==> config.mk <==
export PLATFORM = sky130hd
export DESIGN_NAME = instruction_cycle_sequencer
export DESIGN_NICKNAME = d
export VERILOG_FILES = /design/src/rtl/instruction_cycle_sequencer.sv
export SDC_FILE = /design/constraint.sdc
export NUM_CORES = 1
export LEC_CHECK = 0
export ABC_AREA = 1
export CAP_MARGIN = 0
export CELL_PAD_IN_SITES_DETAIL_PLACEMENT = 0
export CELL_PAD_IN_SITES_GLOBAL_PLACEMENT = 1
export CORE_UTILIZATION = 40
export DETAILED_ROUTE_END_ITERATION = 10
export PLACE_DENSITY_LB_ADDON = 0.1
export SLEW_MARGIN = 20
export SYNTH_ARGS = -nofsm -noshare
export SYNTH_HDL_FRONTEND = slang
export SYNTH_SLANG_ARGS = --single-unit
==> constraint.sdc <==
create_clock -name clock -period 3.8 [get_ports clock]
set_input_delay 0.95 -clock clock [delete_from_list [all_inputs] [get_ports clock]]
set_output_delay 0.95 -clock clock [all_outputs]
set_load 0.03 [all_outputs]
==> src/rtl/instruction_cycle_sequencer.sv <==
// Multi-cycle instruction sequencer for the ARMAria datapath.
// Steps each instruction through FETCH, DECODE, EXECUTE, MEMORY and WRITEBACK.
// It stalls in IO_WAIT for the operator buttons and in HALT for a halt instruction.
// Build option: define SINGLE_STEP_EN to let single_step park the core in HALT after every WRITEBACK.
//
// state     | meaning
// ----------+------------------------------------------------------------
// IDLE      | after reset, all strobes low
// FETCH     | load instruction register
// DECODE    | control unit decodes; halt_request checked here
// EXECUTE   | ALU / flag update, choose IO_WAIT, MEMORY or WRITEBACK
// MEMORY    | memory access, MEM_LATENCY cycles, write pulse on the last one
// WRITEBACK | regfile write, PC advance, instruction retired
// IO_WAIT   | stalled for confirmation (input) or continue (output)
// HALT      | stopped until continue_button

// Two-flop synchroniser with rising-edge detect for an asynchronous button.
module button_edge_sync (
  input  logic clock,
  input  logic reset,
  input  logic async_in,
  output logic rise
);

  logic sync1;
  logic sync2;
  logic sync2_d;

  // Shift the button through two metastability flops plus one delay flop for edge detect.
  always_ff @(posedge clock or negedge reset) begin
    if (!reset) begin
      sync1   <= 1'b0;
      sync2   <= 1'b0;
      sync2_d <= 1'b0;
    end else begin
      sync1   <= async_in;
      sync2   <= sync1;
      sync2_d <= sync2;
    end
  end

  // A held button gives a single one-cycle pulse.
  assign rise = sync2 & ~sync2_d;

endmodule

module instruction_cycle_sequencer #(
  parameter int unsigned MEM_LATENCY = 2,
  parameter int unsigned COUNT_WIDTH = 32
) (
  input  logic                   clock,
  input  logic                   reset,
  input  logic                   is_input,
  input  logic                   is_output,
  input  logic                   is_memory_op,
  input  logic                   allow_write_on_memory,
  input  logic                   halt_request,
  input  logic                   confirmation,
  input  logic                   continue_button,
  input  logic                   single_step,
  output logic                   instruction_load,
  output logic                   enable,
  output logic                   mem_write_strobe,
  output logic                   regfile_write,
  output logic                   pc_enable,
  output logic                   waiting_io,
  output logic                   halted,
  output logic [2:0]             state,
  output logic [COUNT_WIDTH-1:0] retired_count
);

  typedef enum logic [2:0] {
    IDLE      = 3'd0,
    FETCH     = 3'd1,
    DECODE    = 3'd2,
    EXECUTE   = 3'd3,
    MEMORY    = 3'd4,
    WRITEBACK = 3'd5,
    IO_WAIT   = 3'd6,
    HALT      = 3'd7
  } state_t;

  // The counter starts at MEM_LATENCY-1, so the last MEMORY cycle is the one where it reads 0.
  localparam logic [3:0] MEM_LOAD = 4'(MEM_LATENCY - 1);

  state_t     state_q;
  state_t     state_d;
  logic [3:0] mem_count;
  logic       mem_last;
  logic       io_input_mode;
  logic       confirm_rise;
  logic       continue_rise;

  button_edge_sync u_confirm_sync (
    .clock    (clock),
    .reset    (reset),
    .async_in (confirmation),
    .rise     (confirm_rise)
  );

  button_edge_sync u_continue_sync (
    .clock    (clock),
    .reset    (reset),
    .async_in (continue_button),
    .rise     (continue_rise)
  );

`ifndef SINGLE_STEP_EN
  logic unused_single_step;
  assign unused_single_step = single_step;
`endif

  // State register.
  always_ff @(posedge clock or negedge reset) begin
    if (!reset) begin
      state_q <= IDLE;
    end else begin
      state_q <= state_d;
    end
  end

  // MEMORY latency down-counter, loaded on the EXECUTE->MEMORY transition.
  always_ff @(posedge clock or negedge reset) begin
    if (!reset) begin
      mem_count <= 4'd0;
    end else if (state_q == EXECUTE && state_d == MEMORY) begin
      mem_count <= MEM_LOAD;
    end else if (state_q == MEMORY && !mem_last) begin
      mem_count <= mem_count - 4'd1;
    end
  end

  assign mem_last = (mem_count == 4'd0);

  // Latch which button releases IO_WAIT; decode inputs may change while stalled.
  always_ff @(posedge clock or negedge reset) begin
    if (!reset) begin
      io_input_mode <= 1'b0;
    end else if (state_q == EXECUTE && state_d == IO_WAIT) begin
      io_input_mode <= is_input;
    end
  end

  // Count instructions as they leave WRITEBACK; wraps naturally at the top.
  always_ff @(posedge clock or negedge reset) begin
    if (!reset) begin
      retired_count <= '0;
    end else if (state_q == WRITEBACK) begin
      retired_count <= retired_count + COUNT_WIDTH'(1);
    end
  end

  // Next-state logic and the per-state output decode.
  always_comb begin
    state_d          = state_q;
    instruction_load = 1'b0;
    enable           = 1'b0;
    mem_write_strobe = 1'b0;
    regfile_write    = 1'b0;
    pc_enable        = 1'b0;
    waiting_io       = 1'b0;
    halted           = 1'b0;
    case (state_q)
      IDLE: begin
        state_d = FETCH;
      end
      FETCH: begin
        instruction_load = 1'b1;
        state_d          = DECODE;
      end
      DECODE: begin
        state_d = halt_request ? HALT : EXECUTE;
      end
      EXECUTE: begin
        enable = 1'b1;
        if (is_input || is_output) begin
          state_d = IO_WAIT;
        end else if (is_memory_op) begin
          state_d = MEMORY;
        end else begin
          state_d = WRITEBACK;
        end
      end
      MEMORY: begin
        if (mem_last) begin
          mem_write_strobe = allow_write_on_memory;
          state_d          = WRITEBACK;
        end
      end
      WRITEBACK: begin
        regfile_write = 1'b1;
        pc_enable     = 1'b1;
        state_d       = FETCH;
`ifdef SINGLE_STEP_EN
        if (single_step) begin
          state_d = HALT;
        end
`endif
      end
      IO_WAIT: begin
        waiting_io = 1'b1;
        if (io_input_mode ? confirm_rise : continue_rise) begin
          state_d = WRITEBACK;
        end
      end
      HALT: begin
        halted = 1'b1;
        if (continue_rise) begin
          state_d = FETCH;
        end
      end
      default: begin
        state_d = IDLE;
      end
    endcase
  end

  assign state = state_q;

endmodule
==> results.md <==
* Largest Register: retired_count
* Worst Setup SP: allow_write_on_memory
* Hold Fails Final Rpt at 0
* CTS tree: built
* Post-synth top area cell: dfrtp_1
* Yosys reg bits at 46
* Clock buffer depth at 2
* Seq/Total Area, Yosys at roughly 42%
* CP max FO at 1
* Max IR drop VDD at 0.262 mV
* Max_slew headroom at 59.8%
* Fin nets at about 440
* Status: complete, but fails checks
* Crit-path cells: clkdlybuf4s50_1, nand2_1, nor2_1, clkdlybuf4s50_1
* Mapped cell area at 2740 um^2
* Post-synth cell types at 28
* Vias in the first global route at 2291
* Hold path cells at 0
* Reg2reg end: retired_count[25]
* # port buffers at 50
* # IOs at 52
* Rows at 29
* Setup-failing EPs final at 0
* Total CTS buffers at 5
* RSZ-0062 raised after global routing: no
* Max Slew Vio Count at 0
* Startpoint types: input pin
* # resized after CTS at 0
* PD cells at 465 nW/um^2
* Die Y at approximately 85 um
* Crit path max-delay cell type: clkdlybuf4s50_1
* F_max at 0.318 GHz
* Synth Area in Adders at 0.913%
* Xor and xnor area share after synthesis at 6.07%
* Simple-Gate Fraction of Synth Area at 41.9%
* # H-tree levels at 2
* Register clock-pin slew on the reported worst setup and hold paths at ~0.080 ns
* Crit path to: mem_write_strobe
* Hold Path Class: reg -> reg
* FF-to-FF path depth at 8
* Most frequent cell on the critical path: clkdlybuf4s50_1
* Crit path kind: in -> out
* Reg2reg start: state[0]
* CP Capture Type: output port
* Vias per inst at ~4.9
* Placer congestion estimate at 0.846
* Routed WL per cell at 13.1 um
* CTS root buf: clkbuf_8
* Max-Cap Viols at 0
* Total grt overflow at 0
* Cells after Synth at 377
* Data required time at the worst endpoint at 2.85 ns
* Synth warn at 0
* Postcts setup bufs at 0
* Area grow syn2layout at 23.6%
* Fraction of synthesized area in multiplexers at 0%
* Failing checks: DRC
* Cells taking the most area after synthesis: dfrtp_1, nand2_1, nor2_1
* Post-DP HPWL at 5000 um
* Period Utilization, post-route at 82.7%
* Setup Skew at 0.00656 ns
* Slew at the pin with the worst max-slew slack at 0.603 ns
* Share of layout cells above drive strength 1 at 6.98%
* Top-area cell type share of the netlist area at approximately 42%
* Die width at ~85 um
* Delay of the slowest cell on the worst path at 0.67 ns
* DR iter-0 viols at 139
* Final Critical Period at 3.14 ns
* Setup TNS at 0 ns
* Clock sinks at 46
* Critical Path AT at 2.19 ns
* DR vias at 2493
* Final hold slack at 0.362 ns
* Clock latency on the worst-skew pair at 0.30 ns
* Pre-antenna DRT Iters at 8
* Die ar. at 7190 um^2
* Antenna diodes at 0
* Syn Area/Cell at roughly 7.3 um^2
* Pin count of the biggest net entering global routing at 47
* Initial antenna violation count at 0
* Post-DRT Antenna Nets at 0
* Compound-Gate Fraction of Synth Area at under 10%
* Main combinational cell family by area after synthesis: simple AND/OR/NAND/NOR gates
* Initial Utilization at between 40% and 50%
* Worst R2R Setup Slack at 1.86 ns
* Global-route wire length before repair at between 10000 and 15000 um
* Placeable Area at 6490 um^2
* Hold Buf Count CTS at 0
* Syn nets at slightly below 400
* Global-route usage over all layers at 20.4%
* Leakage at 1.55 nW
* Max FFs per register at 32
* # DRC at 5
* Final wirelength at 6640 um
cell families after synthesis:
kind of cell,count (synthesis)
flops,46
xor+xnor,19
compound gates,8
simple gates,255
buf+inv,47
fa+ha+maj,2
power by group:
part,switching [mW],internal (mW),leakage (nW)
sequential,0.112,0.556,0.609
combinational,0.383,0.225,0.891
clock,0.169,0.130,0.0452
cell usage after synthesis:
cell / number
xor2_1: 13
nor3_1: 3
or2_2: 1
clkbuf_1: 1
nor2_1: 52
dfrtp_1: 46
xnor2_1: 6
nand3_4: 2
buf_6: 1
nand3_2: 2
nor2_4: 6
nand3b_1: 2
nand4_1: 6
ha_1: 2
o21ai_1: 2
nand2_1: 152
nand3_1: 20
buf_2: 1
nand4_4: 1
o21ai_0: 3
nor2_8: 1
o211ai_1: 1
o21bai_1: 1
o2111ai_1: 1
inv_6: 1
inv_1: 40
nor2_2: 7
buf_4: 3
routing by layer:
layer	global-route usage, %	share of wire (%)	routed length (um)
met5	0	0	0
met4	6.16	1.6	106
met3	3.83	4.2	280
met2	31.5	44	2910
met1	29.3	50	3340
cell type report:
class / instances / area, um^2
fill: 645 / 3110
clock inverter: 2 / 13.8
tap: 77 / 96.3
clock buffer: 6 / 72.6
timing repair buffer: 51 / 505
multi-input combinational: 284 / 1390
sequential: 46 / 1150
inverter: 41 / 159
worst max-delay path: cells and delay by family:
kind | cells | cell delay [ns]
buffers and inverters | 2 | 1.12
AND/OR/NAND/NOR | 2 | 0.12
cell usage in the layout, fill, tap and decap left out, types with 2 or more instances in the layout:
master	count
nor2_1	52
clkdlybuf4s50_1	49
xor2_1	13
nand3b_1	2
clkbuf_8	5
ha_1	2
dfrtp_1	46
nand4_1	6
o21ai_1	2
xnor2_1	6
inv_1	40
nand3_1	20
nand2_1	152
nor2_4	6
o21ai_0	3
nand3_2	2
nand3_4	2
buf_4	2
nor2_2	7
nor3_1	3
worst min-delay path by stage:
stage | end | slack (ns) | from
final | u_continue_sync.sync2 | 0.36 | u_continue_sync.sync1
after global routing | u_continue_sync.sync2 | 0.37 | u_continue_sync.sync1
after CTS | u_continue_sync.sync2 | 0.37 | u_continue_sync.sync1
after detailed placement | u_continue_sync.sync2 | 0.34 | u_continue_sync.sync1
after global placement | u_continue_sync.sync2 | 0.33 | u_continue_sync.sync1
after floorplan | u_confirm_sync.sync2 | 0.33 | u_confirm_sync.sync1
per-stage QoR:
| stage | worst slack [ns] | total power, mW | instance area, um^2 | std cells | util, % |
|---|---|---|---|---|---|
| after floorplan | 1.38 | 1.09 | 2740 | 377 | - |
| after global placement | 0.656 | 1.28 | 3300 | 499 | 50.8 |
| after detailed placement | 0.657 | 1.29 | 3300 | 499 | 50.8 |
| after CTS | 0.649 | 1.60 | 3380 | 507 | 52.1 |
| after global routing | 0.614 | 1.69 | 3390 | 507 | 52.1 |
| final | 0.659 | 1.58 | 3390 | 507 | 52.1 |
Note: power is estimated with default switching activity, not from simulation.
